===== config.mk =====
export PLATFORM = sky130hd
export DESIGN_NAME = wb_burst_master_flat
export DESIGN_NICKNAME = d
export VERILOG_FILES = /design/src/rtl/wb_burst_master_if.sv /design/src/rtl/wb_burst_master.sv /design/src/flat_wrapper.sv
export SDC_FILE = /design/constraint.sdc
export NUM_CORES = 1
export LEC_CHECK = 0
export ABC_CLOCK_PERIOD_IN_PS = 3050
export BUFFER_PORTS_ARGS = -buffer_cell sky130_fd_sc_hd__buf_2
export CORE_UTILIZATION = 47
export DETAILED_ROUTE_END_ITERATION = 7
export GPL_ROUTABILITY_DRIVEN = 0
export GPL_TIMING_DRIVEN = 0
export PLACE_DENSITY = 0.84
export SLEW_MARGIN = 20
export SYNTH_ARGS = -nofsm -noshare
export SYNTH_HDL_FRONTEND = slang
export SYNTH_SLANG_ARGS = --single-unit

===== constraint.sdc =====
create_clock -name wb_clk_i -period 3.05 [get_ports wb_clk_i]
set_input_delay 0.915 -clock wb_clk_i [delete_from_list [all_inputs] [get_ports wb_clk_i]]
set_output_delay 0.915 -clock wb_clk_i [all_outputs]
set_load 0.01 [all_outputs]

===== src/rtl/wb_burst_master_if.sv =====
// Wishbone B3 bus bundle between the burst master and a slave.
// Latency: none, plain wires.
// Backpressure: the slave throttles the master through wb_ack_i; err/rty end the cycle.
interface wb_burst_master_if #(
  parameter int AW = 32,
  parameter int DW = 32
);
  logic [AW-1:0]   wb_adr_o;
  logic [DW-1:0]   wb_dat_o;
  logic [DW/8-1:0] wb_sel_o;
  logic            wb_we_o;
  logic            wb_cyc_o;
  logic            wb_stb_o;
  logic [2:0]      wb_cti_o;
  logic [1:0]      wb_bte_o;
  logic [DW-1:0]   wb_dat_i;
  logic            wb_ack_i;
  logic            wb_err_i;
  logic            wb_rty_i;

  modport master (
    output wb_adr_o, wb_dat_o, wb_sel_o, wb_we_o, wb_cyc_o, wb_stb_o, wb_cti_o, wb_bte_o,
    input  wb_dat_i, wb_ack_i, wb_err_i, wb_rty_i
  );

  modport slave (
    input  wb_adr_o, wb_dat_o, wb_sel_o, wb_we_o, wb_cyc_o, wb_stb_o, wb_cti_o, wb_bte_o,
    output wb_dat_i, wb_ack_i, wb_err_i, wb_rty_i
  );
endinterface


===== src/rtl/wb_burst_master.sv =====
// Wishbone B3 burst master: one accepted command becomes one bus cycle of up to MAX_BURST_LEN beats.
// Latency: first strobe 1 cycle after command accept, one beat per clock with zero wait states.
// Backpressure: write beats stall (stb low, address held) while wdat_valid_i is low; slave stalls with ack.
module wb_burst_master #(
  parameter int AW            = 32,
  parameter int DW            = 32,
  parameter int MAX_BURST_LEN = 16,
  parameter int MAX_IDLE      = 8,
  localparam int LW = $clog2(MAX_BURST_LEN) + 1,
  localparam int IW = $clog2(MAX_IDLE) + 1,
  localparam int SW = DW / 8
) (
  input  logic          wb_clk_i,
  input  logic          wb_rst_ni,
  input  logic          cmd_valid_i,
  output logic          cmd_ready_o,
  input  logic          cmd_we_i,
  input  logic [AW-1:0] cmd_adr_i,
  input  logic [SW-1:0] cmd_sel_i,
  input  logic [2:0]    cmd_cti_i,
  input  logic [1:0]    cmd_bte_i,
  input  logic [LW-1:0] cmd_len_i,
  input  logic [IW-1:0] cmd_idle_i,
  input  logic          wdat_valid_i,
  input  logic [DW-1:0] wdat_i,
  output logic          wdat_ready_o,
  output logic          rdat_valid_o,
  output logic [DW-1:0] rdat_o,
  output logic          done_o,
  output logic          err_o,
  output logic          rty_o,
  output logic [LW-1:0] beats_o,
  wb_burst_master_if.master wb
);

  localparam logic [2:0] CTI_CLASSIC = 3'b000;
  localparam logic [2:0] CTI_INCR    = 3'b010;
  localparam logic [2:0] CTI_EOB     = 3'b111;

  typedef enum logic [1:0] {S_IDLE, S_BUS, S_GAP} state_t;

  state_t        state_q, state_d;
  logic          we_q;
  logic [AW-1:0] adr_q;
  logic [SW-1:0] sel_q;
  logic [2:0]    cti_q;
  logic [1:0]    bte_q;
  logic [LW-1:0] len_q;
  logic [LW-1:0] cnt_q;
  logic [IW-1:0] gap_q;

  logic          in_bus, cmd_fire, beat, fail_err, fail_rty, last_beat, bus_end;
  logic [LW-1:0] len_eff;
  logic [2:0]    cti_eff;
  logic [IW-1:0] idle_eff;
  logic [AW-1:0] wrap_mask, adr_inc, adr_nxt;
  logic [2:0]    cti_out;

  // Ready is also gated by reset so the handshake stays closed while reset is held.
  assign cmd_ready_o = (state_q == S_IDLE) & wb_rst_ni;
  assign cmd_fire    = cmd_valid_i & cmd_ready_o;
  assign in_bus      = (state_q == S_BUS);

  // ack wins over err, err wins over rty; only ack counts a beat.
  assign beat      = wb.wb_stb_o & wb.wb_ack_i;
  assign fail_err  = wb.wb_stb_o & ~wb.wb_ack_i & wb.wb_err_i;
  assign fail_rty  = wb.wb_stb_o & ~wb.wb_ack_i & ~wb.wb_err_i & wb.wb_rty_i;
  assign last_beat = (cnt_q == len_q - LW'(1));
  assign bus_end   = in_bus & ((beat & last_beat) | fail_err | fail_rty);

  // Command fields normalised once at accept time.
  assign len_eff  = (cmd_len_i == '0) ? LW'(1) :
                    (cmd_len_i > LW'(MAX_BURST_LEN)) ? LW'(MAX_BURST_LEN) : cmd_len_i;
  assign cti_eff  = (cmd_cti_i > CTI_INCR) ? CTI_INCR : cmd_cti_i;
  assign idle_eff = (cmd_idle_i > IW'(MAX_IDLE)) ? IW'(MAX_IDLE) : cmd_idle_i;

  // Wrap mask covers the byte offset inside the aligned 4/8/16-beat block; all ones means linear.
  always_comb begin
    wrap_mask = '1;
    case (bte_q)
      2'b01:   wrap_mask = AW'(4 * SW - 1);
      2'b10:   wrap_mask = AW'(8 * SW - 1);
      2'b11:   wrap_mask = AW'(16 * SW - 1);
      default: wrap_mask = '1;
    endcase
  end

  assign adr_inc = adr_q + AW'(SW);
  assign adr_nxt = (adr_q & ~wrap_mask) | (adr_inc & wrap_mask);

  // Bus outputs are all forced to zero outside BUS, so exit and reset need no extra clearing.
  assign wb.wb_cyc_o  = in_bus;
  assign wb.wb_stb_o  = in_bus & (~we_q | wdat_valid_i);
  assign wb.wb_we_o   = in_bus & we_q;
  assign wb.wb_sel_o  = in_bus ? sel_q : '0;
  assign wb.wb_adr_o  = in_bus ? adr_q : '0;
  assign wb.wb_dat_o  = (in_bus & we_q) ? wdat_i : '0;
  assign wb.wb_bte_o  = (in_bus && cti_q == CTI_INCR) ? bte_q : 2'b00;
  assign wb.wb_cti_o  = cti_out;
  assign wdat_ready_o = beat & we_q;

  // Cycle type: classic stays 000, bursts flag the final beat with end-of-burst.
  always_comb begin
    cti_out = CTI_CLASSIC;
    if (in_bus && cti_q != CTI_CLASSIC) begin
      cti_out = last_beat ? CTI_EOB : cti_q;
    end
  end

  // State register.
  always_ff @(posedge wb_clk_i or negedge wb_rst_ni) begin
    if (!wb_rst_ni) state_q <= S_IDLE;
    else            state_q <= state_d;
  end

  // Next state: IDLE -> BUS on accept, BUS -> GAP on termination, GAP -> IDLE after the idle count.
  always_comb begin
    state_d = state_q;
    unique case (state_q)
      S_IDLE:  if (cmd_fire) state_d = S_BUS;
      S_BUS:   if (bus_end) state_d = S_GAP;
      S_GAP:   if (gap_q <= IW'(1)) state_d = S_IDLE;
      default: state_d = S_IDLE;
    endcase
  end

  // Latched command, beat counter, running address and gap countdown.
  always_ff @(posedge wb_clk_i or negedge wb_rst_ni) begin
    if (!wb_rst_ni) begin
      we_q  <= 1'b0;
      adr_q <= '0;
      sel_q <= '0;
      cti_q <= CTI_CLASSIC;
      bte_q <= 2'b00;
      len_q <= LW'(1);
      cnt_q <= '0;
      gap_q <= '0;
    end else begin
      if (cmd_fire) begin
        we_q  <= cmd_we_i;
        adr_q <= cmd_adr_i;
        sel_q <= cmd_sel_i;
        cti_q <= cti_eff;
        bte_q <= cmd_bte_i;
        len_q <= len_eff;
        cnt_q <= '0;
        gap_q <= idle_eff;
      end else if (beat) begin
        cnt_q <= cnt_q + LW'(1);
        if (cti_q == CTI_INCR) adr_q <= adr_nxt;
      end
      if (state_q == S_GAP && gap_q > IW'(1)) gap_q <= gap_q - IW'(1);
    end
  end

  // Read capture and completion status; status holds until the next completion.
  always_ff @(posedge wb_clk_i or negedge wb_rst_ni) begin
    if (!wb_rst_ni) begin
      rdat_valid_o <= 1'b0;
      rdat_o       <= '0;
      done_o       <= 1'b0;
      err_o        <= 1'b0;
      rty_o        <= 1'b0;
      beats_o      <= '0;
    end else begin
      rdat_valid_o <= beat & ~we_q;
      if (beat & ~we_q) rdat_o <= wb.wb_dat_i;
      done_o <= bus_end;
      if (bus_end) begin
        err_o   <= fail_err;
        rty_o   <= fail_rty;
        beats_o <= beat ? cnt_q + LW'(1) : cnt_q;
      end
    end
  end

endmodule


===== src/flat_wrapper.sv =====
// flat-port wrapper written by rule: the top's interface ports become plain ports
module wb_burst_master_flat 
#(
  parameter int AW            = 32,
  parameter int DW            = 32,
  parameter int MAX_BURST_LEN = 16,
  parameter int MAX_IDLE      = 8,
  localparam int LW = $clog2(MAX_BURST_LEN) + 1,
  localparam int IW = $clog2(MAX_IDLE) + 1,
  localparam int SW = DW / 8
)
  (wb_clk_i, wb_rst_ni, cmd_valid_i, cmd_ready_o, cmd_we_i, cmd_adr_i, cmd_sel_i, cmd_cti_i, cmd_bte_i, cmd_len_i, cmd_idle_i, wdat_valid_i, wdat_i, wdat_ready_o, rdat_valid_o, rdat_o, done_o, err_o, rty_o, beats_o, wb_wb_adr_o, wb_wb_dat_o, wb_wb_sel_o, wb_wb_we_o, wb_wb_cyc_o, wb_wb_stb_o, wb_wb_cti_o, wb_wb_bte_o, wb_wb_dat_i, wb_wb_ack_i, wb_wb_err_i, wb_wb_rty_i);
  wb_burst_master_if #(.AW(AW), .DW(DW)) wb_i ();
  input  logic wb_clk_i;
  input  logic wb_rst_ni;
  input  logic cmd_valid_i;
  output logic cmd_ready_o;
  input  logic cmd_we_i;
  input  logic [AW-1:0] cmd_adr_i;
  input  logic [SW-1:0] cmd_sel_i;
  input  logic [2:0] cmd_cti_i;
  input  logic [1:0] cmd_bte_i;
  input  logic [LW-1:0] cmd_len_i;
  input  logic [IW-1:0] cmd_idle_i;
  input  logic wdat_valid_i;
  input  logic [DW-1:0] wdat_i;
  output logic wdat_ready_o;
  output logic rdat_valid_o;
  output logic [DW-1:0] rdat_o;
  output logic done_o;
  output logic err_o;
  output logic rty_o;
  output logic [LW-1:0] beats_o;
  output wire logic [$bits(wb_i.wb_adr_o)-1:0] wb_wb_adr_o;
  output wire logic [$bits(wb_i.wb_dat_o)-1:0] wb_wb_dat_o;
  output wire logic [$bits(wb_i.wb_sel_o)-1:0] wb_wb_sel_o;
  output wire logic [$bits(wb_i.wb_we_o)-1:0] wb_wb_we_o;
  output wire logic [$bits(wb_i.wb_cyc_o)-1:0] wb_wb_cyc_o;
  output wire logic [$bits(wb_i.wb_stb_o)-1:0] wb_wb_stb_o;
  output wire logic [$bits(wb_i.wb_cti_o)-1:0] wb_wb_cti_o;
  output wire logic [$bits(wb_i.wb_bte_o)-1:0] wb_wb_bte_o;
  input wire logic [$bits(wb_i.wb_dat_i)-1:0] wb_wb_dat_i;
  input wire logic [$bits(wb_i.wb_ack_i)-1:0] wb_wb_ack_i;
  input wire logic [$bits(wb_i.wb_err_i)-1:0] wb_wb_err_i;
  input wire logic [$bits(wb_i.wb_rty_i)-1:0] wb_wb_rty_i;
  assign wb_wb_adr_o = wb_i.wb_adr_o;
  assign wb_wb_dat_o = wb_i.wb_dat_o;
  assign wb_wb_sel_o = wb_i.wb_sel_o;
  assign wb_wb_we_o = wb_i.wb_we_o;
  assign wb_wb_cyc_o = wb_i.wb_cyc_o;
  assign wb_wb_stb_o = wb_i.wb_stb_o;
  assign wb_wb_cti_o = wb_i.wb_cti_o;
  assign wb_wb_bte_o = wb_i.wb_bte_o;
  assign wb_i.wb_dat_i = wb_wb_dat_i;
  assign wb_i.wb_ack_i = wb_wb_ack_i;
  assign wb_i.wb_err_i = wb_wb_err_i;
  assign wb_i.wb_rty_i = wb_wb_rty_i;
  wb_burst_master #(.AW(AW), .DW(DW), .MAX_BURST_LEN(MAX_BURST_LEN), .MAX_IDLE(MAX_IDLE)) u_core (.wb_clk_i(wb_clk_i), .wb_rst_ni(wb_rst_ni), .cmd_valid_i(cmd_valid_i), .cmd_ready_o(cmd_ready_o), .cmd_we_i(cmd_we_i), .cmd_adr_i(cmd_adr_i), .cmd_sel_i(cmd_sel_i), .cmd_cti_i(cmd_cti_i), .cmd_bte_i(cmd_bte_i), .cmd_len_i(cmd_len_i), .cmd_idle_i(cmd_idle_i), .wdat_valid_i(wdat_valid_i), .wdat_i(wdat_i), .wdat_ready_o(wdat_ready_o), .rdat_valid_o(rdat_valid_o), .rdat_o(rdat_o), .done_o(done_o), .err_o(err_o), .rty_o(rty_o), .beats_o(beats_o), .wb(wb_i));
endmodule

==> impl_metrics.tcl, run 1 <==
set metrics [dict create \
    end_kind "output port" \
    drive_gt1_share_pct 39.4 \
    yosysMostFrequentCell "dfrtp_1" \
    synth_seq_area_share_pct 47.2 \
    power.density_nw_per_um2 860 \
    htree_levels 3 \
    max_freq_mhz 325 \
    cp_max_fo 4 \
    syn_nets 678 \
    yosysTopAreaCellShare_pct 46.7 \
    portBuffers 240 \
    status "finished, violations left" \
    rsz0062_at_grt "true" \
    fin_area_um2 6940 \
    ir_worst_vdd_v 0.000357 \
    worst_slew_pin_slew_ns 0.837 \
    clock-sinks 99 \
    grt-ovfl-total 0 \
    slew_headroom_pct 43.3 \
    cts_max_path_buffers 2 \
    grt_pass1_vias 4689 \
    cts_tree "yes" \
    grt_max_degree 53 \
    reg2reg_to "u_core.rdat_o[15]" \
    cts-buffers-inserted 9 \
    setup_viol 3 \
    initial_core_util_pct 48.4 \
    hold_buffers 0 \
    multi_input_area_um2 2600 \
    num_rows 38 \
    final.setup_skew_ns 0.0177 \
    p_leak_nw 3.58 \
    syn_to_final_growth_pct 32.1 \
    antenna_found_initial 0 \
    drt_iter0_markers 279 \
    vias 5092 \
    n_antenna_cell 0 \
    setup-tns-final_ns -0.0482 \
    min_period_ns 3.08 \
    maxCapViolations 0 \
    startpoint_type "register" \
    drtAntennaViolNets 0 \
    wl_per_cell_um 16.0 \
    route.detailed.drc 0 \
    synthCells 549 \
    fillers 938 \
    root_buffer "clkbuf_8" \
    synth_simple_gate_area_share_pct 25.4 \
    grt_pass1_wl_mm 23.3 \
    regToRegStartpoint "u_core.we_q" \
    die_x_um 108 \
    synth_top_area_cell "dfrtp_1" \
    avgSynthCellArea_um2 9.56 \
    placedInstanceArea_um2 6660 \
    nNetsFinal 932 \
    synth-xor-area-share_pct 5.17 \
    die-area_um2 11600 \
    ys_seq_elements 99 \
    synth_area_leaders "dfrtp_1 47%, mux2_2 6.9%, nand2_1 5.6%, and2_1 4.4%, and3_1 4.4%" \
    crit_required_ns 2.13 \
    muxShareOfSynthArea_pct 8.01 \
    regArea_um2 2480 \
    hold_violations 0 \
    drv_slew 0 \
    synth_edf_count 0 \
    synth_adder_area_share_pct 1.67 \
    post-route-util_pct 64.0 \
    synth_top_family_by_area "simple AND/OR/NAND/NOR gates" \
    clk_pin_slew_ns 0.12 \
    clk_latency_ns 0.38 \
    ff2ff_setup_slack_ns 0.65 \
    place_hpwl_mm 11.5 \
    avgViaCountPerCell 5.37 \
    die_h_um 108 \
    pre_cts_ws_ns -0.323 \
    r2r.worst_path.cells 6 \
    drt_pass1_iterations 5 \
    async_flop_share_pct 100 \
    synthTopCellsByCount "98 x dfrtp_1, 78 x nand2_1, 37 x and2_1, 37 x and3_1" \
    routed_wl_mm 15.2 \
    syn_area_um2 5250 \
    core-area_um2 10800 \
    grt_use_total_pct 26.4 \
    ys.flop_type "dfrtp_1" \
    ios 241 \
    worstPathArrival_ns 2.16 \
    hold_path_class "input port to async pin" \
    synth_cell_types 48 \
    worst_slack_ns -0.0278 \
    crit_type "register to output port" \
    ys_warn_count 0 \
    fin_crit_sh_pct 101 \
    violations "setup timing" \
    synth_compound_area_share_pct 8.48 \
]
-- critical path: stages (launching register included) --
cell,delay (ns)
dfstp_2,0.55
inv_2,0.05
ha_4,0.17
o21ba_4,0.19
a22oi_2,0.20
o211a_1,0.24
o21ai_1,0.10
a21oi_1,0.14
buf_2,0.16
-- cell families after synthesis --
kind of cell / after synthesis
adder cells (fa/ha/maj): 7
AND/OR/NAND/NOR: 249
flip-flops: 99
buffers and inverters: 54
XOR/XNOR: 31
AO/OA/AOI/OAI: 71
multiplexers: 38
-- power breakdown --
part | switching [W] | internal (W) | leakage (nW) | total (W)
combinational | 0.00143 | 0.00125 | 2.25 | 0.00268
clock | 0.000526 | 0.000345 | 0.101 | 0.000871
sequential | 0.000502 | 0.00191 | 1.22 | 0.00241
-- placed cells by master, fill, tap and decap left out, types with 9 or more instances in the layout --
cell	n
mux2_2	32
nand3_1	17
o21ai_0	29
nor2_1	23
nor3_1	13
xnor2_1	22
clkbuf_1	19
xor2_1	9
buf_2	245
clkbuf_8	10
nand4_1	9
a21oi_1	9
and2_1	37
and3_1	37
dfrtp_1	98
inv_1	17
nand2_1	78
-- worst max-delay path by stage --
stage	start	endpoint	cells past startpoint
6_report	u_core.len_q[0]	wb_wb_cti_o[0]	8
5_1_grt	u_core.len_q[0]	wb_wb_cti_o[2]	8
4_1_cts	u_core.len_q[0]	wb_wb_cti_o[0]	8
3_5_place_dp	wb_rst_ni	u_core.cnt_q[1]	7
3_3_place_gp	wb_rst_ni	u_core.len_q[2]	8
2_1_floorplan	u_core.len_q[0]	wb_wb_cti_o[1]	7
-- routing by layer --
layer / vias to the layer above / track usage (%) / routed length, µm
met5: - / 0 / 0
met4: 0 / 9.30 / 329
met3: 27 / 4.30 / 761
met2: 206 / 46.9 / 7950
met1: 2454 / 32.1 / 6140
li1: 2405 / - / -
-- final cells by class --
| cell class | count | share of cell area, % |
|---|---|---|
| Buffer | 33 | 2.16 |
| Clock buffer | 10 | 1.98 |
| Clock inverter | 6 | 0.956 |
| Inverter | 20 | 1.08 |
| Multi-Input combinational cell | 396 | 37.4 |
| Sequential cell | 99 | 35.7 |
| Tap cell | 140 | 2.53 |
| Timing Repair Buffer | 244 | 18.1 |
-- per-stage QoR --
step,power (W),std cells,hold WS (ns)
finish,0.00596,948,0.448
global route,0.00638,948,0.455
CTS,0.00595,947,0.462
detailed placement,0.00499,930,0.457
global placement,0.00487,929,0.451
floorplan,0.00395,549,0.437
-- timing repair --
item	4_1_cts	5_1_grt
resized for setup	17	7
gates cloned	0	0
setup buffers	2	1
pin swaps	7	2
endpoints found under the setup margin	73	47
Power figures use the tool's default switching activity.
==> run 2, diff against run 1 <==
--- a/config.mk
+++ b/config.mk
@@ -12,6 +12,7 @@
 export GPL_ROUTABILITY_DRIVEN = 0
 export GPL_TIMING_DRIVEN = 0
 export PLACE_DENSITY = 0.84
+export REMOVE_ABC_BUFFERS = 1
 export SLEW_MARGIN = 20
 export SYNTH_ARGS = -nofsm -noshare
 export SYNTH_HDL_FRONTEND = slang
==> run 2 against run 1 <==
- the run still ends with setup timing left
- first-iteration DRC count up 11%
- register-to-register slack got worse by 0.28 ns
- wire length decreased by 4.8%
- clock skew down 0.011 ns
- sequential power increased by 2%
- global-route usage fell by 1.2 points
- combinational power fell by 3%
- largest power group unchanged
- via count fell by 2.2%
- non-clock buffer count is 30 lower
- die area did not move
- hold slack better by 0.0014 ns
- count of clock-buffer cells in the layout rose by 1
==> impl_metrics.tcl, run 2 (synthesized netlist as in run 1, its figures left out) <==
set metrics [dict create \
    power.density_nw_per_um2 878 \
    final.setup_skew_ns 0.00694 \
    ff2ff_setup_slack_ns 0.37 \
    worst_slack_ns -0.00282 \
    slew_headroom_pct 40.2 \
    worstPathArrival_ns 2.14 \
    status "finished, violations left" \
    worst_slew_pin_slew_ns 0.883 \
    met2_usage_pct 41.7 \
    fillers 872 \
    critical_path_cell_count 8 \
    clk_pin_slew_ns 0.09 \
    crit_required_ns 2.13 \
    place_hpwl_mm 10.5 \
    violations "setup timing" \
    critPathSlowestCell "dfstp_2" \
    ios 241 \
    grt_max_degree 79 \
    hold_buffers 0 \
    portBuffers 240 \
    die-area_um2 11600 \
    ir_worst_vdd_v 0.000515 \
    setup_viol 1 \
    die_x_um 108 \
    use_met3_pct 6.36 \
    drive_gt1_share_pct 40.2 \
    routed_wl_mm 14.5 \
    grt-ovfl-total 0 \
    vias 4981 \
    cp.buffers_inverters 2 \
    end_kind "output port" \
    pre_cts_ws_ns -0.497 \
    die_h_um 108 \
    regToRegStartpoint "u_core.state_q[1]" \
    maxCapViolations 0 \
    drt_pass1_iterations 4 \
    cts_max_path_buffers 2 \
    max_freq_mhz 328 \
    crit_type "register to output port" \
    drt_iter0_markers 311 \
    grt_use_total_pct 25.2 \
    multi_input_area_um2 2620 \
    initial_core_util_pct 48.4 \
    crit_family "compound AO/OA/AOI/OAI gates" \
    p_leak_nw 3.56 \
    post-route-util_pct 64.0 \
    route.detailed.drc 0 \
    final_cell_mix "239 x buf_2, 97 x dfrtp_1, 77 x nand2_1, 37 x and3_1, 36 x and2_1" \
    endpoint "wb_wb_cti_o[0]" \
    worst_path_largest_cell_delay_ns 0.55 \
    n_antenna_cell 0 \
    drtAntennaViolNets 0 \
    grt_busiest_layer "met2" \
    grt_pass1_wl_mm 22.7 \
    clock-sinks 99 \
    num_rows 38 \
    core-area_um2 10800 \
    regArea_um2 2480 \
    drv_slew 0 \
    htree_levels 3 \
    grt.met1_usage_pct 31.4 \
    avgViaCountPerCell 5.43 \
    clk_latency_ns 0.36 \
    startpoint_type "register" \
    hold_path_class "input port to async pin" \
    hold_violations 0 \
    antenna_found_initial 0 \
    cts-buffers-inserted 9 \
    startpoint "u_core.len_q[0]" \
    final_common_cell "buf_2" \
    syn_to_final_growth_pct 32.2 \
    fin_crit_sh_pct 100 \
    cp_max_fo 4 \
    rsz0062_at_grt "true" \
    wl_per_cell_um 15.7 \
    min_period_ns 3.05 \
    cts_tree "yes" \
    root_buffer "clkbuf_8" \
    crit_chain "inv_2 -> ha_4 -> xnor2_2 -> a211oi_2 -> o211a_1 -> o21ai_1 -> a21oi_1 -> buf_2" \
    grt_pass1_vias 4750 \
    nNetsFinal 902 \
    r2r.worst_path.cells 7 \
]
run 2: changes by cell type in the layout (fill, tap and decap cells not counted), moves of 2 or more:
cell       previous run  this run
clkbuf_2              3         0
bufinv_16             0         3
inv_6                 0         2
clkbuf_4              2         0
buf_2               245       239
buf_1                 2         0
inv_8                 3         1
buf_16                1         3
clkbuf_1             19         2
run 2: layout make-up:
class                           instances  area share (%)
Multi-Input combinational cell        396            37.8
Sequential cell                        99            35.7
Timing Repair Buffer                  247            19.4
Tap cell                              140            2.52
Clock buffer                           11            1.89
Clock inverter                          5            1.55
Inverter                               20            1.19
run 2: worst min-delay path by stage:
stage | start | to | slack (ns)
after floorplan | u_core.adr_q[0] | u_core.adr_q[0] | 0.44
after global routing | wb_rst_ni | u_core.rdat_o[28] | 0.44
after global placement | u_core.sel_q[3] | u_core.sel_q[3] | 0.45
after CTS | wb_rst_ni | u_core.rdat_o[30] | 0.44
after detailed placement | u_core.sel_q[3] | u_core.sel_q[3] | 0.45
final | wb_rst_ni | async pin | 0.45
run 2: worst reg2reg max path, delay by kind of cell (launching register included):
family	cells	cell delay, ns
compound gates	1	0.22
simple gates	4	1.54
flops	1	0.42
buf+inv	2	0.39
run 2: stage by stage:
step	hold slack, ns	setup TNS [ns]	cell area [µm²]	cells	total power [W]
after floorplan	0.437	-23.37	5110	515	0.00389
after global placement	0.452	-214.87	6490	895	0.00474
after detailed placement	0.454	-8.00	6590	898	0.00496
after CTS	0.437	-0.00406	6930	917	0.00610
after global routing	0.445	-0.361	6940	918	0.00652
final	0.449	-0.00282	6940	918	0.00610
run 2: routing by layer:
| metal | part of all wire, % | wire [µm] |
|---|---|---|
| met5 | 0 | 0 |
| met4 | 2.6 | 382 |
| met3 | 7.0 | 1010 |
| met2 | 50 | 7180 |
| met1 | 41 | 5890 |
run 2: where the power goes:
part | switching (W) | leakage [nW] | internal [W] | total, W
sequential | 0.000565 | 1.22 | 0.00191 | 0.00247
combinational | 0.00135 | 2.22 | 0.00126 | 0.00261
clock | 0.000459 | 0.119 | 0.000552 | 0.00101
run 2: timing repair:
item                                   CTS  global route
resized for setup                       16             2
endpoints found under the hold margin    0             0
gates cloned                             1             0
pin swaps                                7             0
setup endpoints to repair               43             5
setup buffers                            2             1
==> run 3, diff against run 2 <==
--- a/config.mk
+++ b/config.mk
@@ -6,12 +6,13 @@
 export NUM_CORES = 1
 export LEC_CHECK = 0
 export ABC_CLOCK_PERIOD_IN_PS = 3050
-export BUFFER_PORTS_ARGS = -buffer_cell sky130_fd_sc_hd__buf_2
-export CORE_UTILIZATION = 47
+export CORE_AREA = 2 2 94 96
 export DETAILED_ROUTE_END_ITERATION = 7
+export DIE_AREA = 0 0 96 98
+export DONT_BUFFER_PORTS = 1
 export GPL_ROUTABILITY_DRIVEN = 0
 export GPL_TIMING_DRIVEN = 0
-export PLACE_DENSITY = 0.84
+export PLACE_DENSITY = 0.83
 export REMOVE_ABC_BUFFERS = 1
 export SLEW_MARGIN = 20
 export SYNTH_ARGS = -nofsm -noshare
==> run 3 against run 2 <==
- the run now ends clean
- combinational power fell by 28%
- first-iteration DRC count is 30% lower
- global-route usage up 3.6 points
- fmax up 0.75%
- non-clock buffer count decreased by 243
- final cell count fell by 30%
- worst setup slack gained 0.023 ns
- sequential cell count stayed put
- sequential share of layout area increased by 8.9 points
- hold slack lost 0.20 ns
- largest cell class unchanged
==> impl_metrics.tcl, run 3 (synthesized netlist as in run 1, its figures left out) <==
set metrics [dict create \
    nNetsFinal 659 \
    setup_viol 0 \
    drt_iter0_markers 217 \
    routed_wl_mm 13.7 \
    multi_input_area_um2 2620 \
    startpoint_type "register" \
    slew_headroom_pct 39.3 \
    clock-sinks 99 \
    worst_slew_pin_slew_ns 0.896 \
    p_leak_nw 2.41 \
    grt.met1_usage_pct 33.9 \
    n_antenna_cell 0 \
    crit_chain "inv_2 -> ha_4 -> xnor2_2 -> a211oi_2 -> o211a_1 -> o21ai_1 -> a21oi_2" \
    drive_gt1_share_pct 14.0 \
    root_buffer "clkbuf_8" \
    cts_max_path_buffers 2 \
    ir_worst_vdd_v 0.000482 \
    place_hpwl_mm 10.1 \
    fillers 673 \
    total_power_w 0.00536 \
    min_period_ns 3.03 \
    vias 4103 \
    grt_max_degree 101 \
    clk_pin_slew_ns 0.11 \
    regArea_um2 2480 \
    avgViaCountPerCell 6.38 \
    num_rows 34 \
    portBuffers 0 \
    drtAntennaViolNets 0 \
    die-area_um2 9410 \
    cp_max_fo 4 \
    cts_tree "yes" \
    final.setup_skew_ns 0.0160 \
    status "completed" \
    antenna_found_initial 0 \
    wl_per_cell_um 21.3 \
    route.detailed.drc 0 \
    post-route-util_pct 65.6 \
    grt-ovfl-total 0 \
    fin_area_um2 5560 \
    worst_path_largest_cell_delay_ns 0.56 \
    grt_pass1_vias 4022 \
    ff2ff_setup_slack_ns 0.44 \
    cts-buffers-inserted 9 \
    ios 241 \
    maxCapViolations 0 \
    place_inst 624 \
    crit_type "register to output port" \
    r2r.worst_path.cells 6 \
    grt_use_total_pct 28.8 \
    syn_to_final_growth_pct 5.82 \
    use_met3_pct 8.64 \
    htree_levels 3 \
    worstPathArrival_ns 2.12 \
    clk_latency_ns 0.36 \
    hold_path_class "input port to async pin" \
    end_kind "output port" \
    die_x_um 96 \
    drv_slew 0 \
    fin_crit_sh_pct 99.4 \
    fin_cells 643 \
    power.density_nw_per_um2 965 \
    placedInstanceArea_um2 5280 \
    final_common_cell "dfrtp_1" \
    max_freq_mhz 330 \
    rsz0062_at_grt "true" \
    initial_core_util_pct 62.0 \
    crit_required_ns 2.13 \
    critPathSlowestCell "dfstp_2" \
    grt_busiest_layer "met2" \
    final_cell_mix "97 x dfrtp_1, 77 x nand2_1, 37 x and3_1, 36 x and2_1, 32 x mux2_2" \
    die_h_um 98 \
    fin_hold_ws_ns 0.245 \
    core-area_um2 8470 \
    met2_usage_pct 50.1 \
    drt_pass1_iterations 4 \
    hold_violations 0 \
    grt_pass1_wl_mm 20.7 \
]
run 3: changes by cell type in the layout (fill, tap and decap cells not counted), sizes merged:
cell,before,now
buf,246,4
bufbuf,1,0
bufinv,3,0
clkbuf,11,10
clkinv,0,3
clkinvlp,0,1
run 3: worst paths after layout:
path / end / from
setup / recovery: wb_wb_cti_o[2] / u_core.len_q[0]
hold / removal: u_core.rdat_o[0] / wb_rst_ni
setup reg to reg: register / u_core.state_q[1]
hold reg to reg: u_core.sel_q[0] / u_core.sel_q[0]
max in group asynchronous: u_core.len_q[0] / wb_rst_ni
min in group wb_clk_i: u_core.sel_q[0] / u_core.sel_q[0]
run 3: where the power goes:
part | internal, W | switching [W] | total, W
Combinational | 0.000859 | 0.00103 | 0.00189
Sequential | 0.00191 | 0.000742 | 0.00265
Clock | 0.000335 | 0.000485 | 0.000821
Total | 0.00310 | 0.00226 | 0.00536
run 3: critical path, delay by kind of cell (launching register included):
| kind | cells | cell delay (ns) |
|---|---|---|
| buffers and inverters | 1 | 0.05 |
| flip-flops | 1 | 0.56 |
| AO/OA/AOI/OAI | 4 | 0.81 |
| adder cells (fa/ha/maj) | 1 | 0.21 |
| XOR/XNOR | 1 | 0.13 |
run 3: metrics by stage:
step | TNS [ns] | setup WS (ns)
floorplan | -23.37 | -0.709
global placement | -112.51 | -1.69
detailed placement | -0.0485 | -0.0267
CTS | -0.00223 | -0.00121
global route | -0.203 | -0.0804
finish | 0 | 0.0198
run 3: layer usage:
layer,wire [µm],part of all wire [%]
met5,0,0
met4,367,2.7
met3,1270,9.2
met2,7020,51
met1,5070,37
run 3: final cells by class:
cell class	instances	share of cell area [%]
Multi-Input combinational cell	396	47.2
Sequential cell	99	44.6
Clock buffer	10	2.48
Tap cell	108	2.43
Inverter	20	1.44
Clock inverter	6	1.01
Timing Repair Buffer	4	0.766
run 3: timing repair:
action                                  in CTS  in global routing
pin swaps                                    5                  6
gates resized for setup                      9                  9
endpoints found under the setup margin       5                 12
setup buffers                                1                  2
hold buffers                                 0                  0
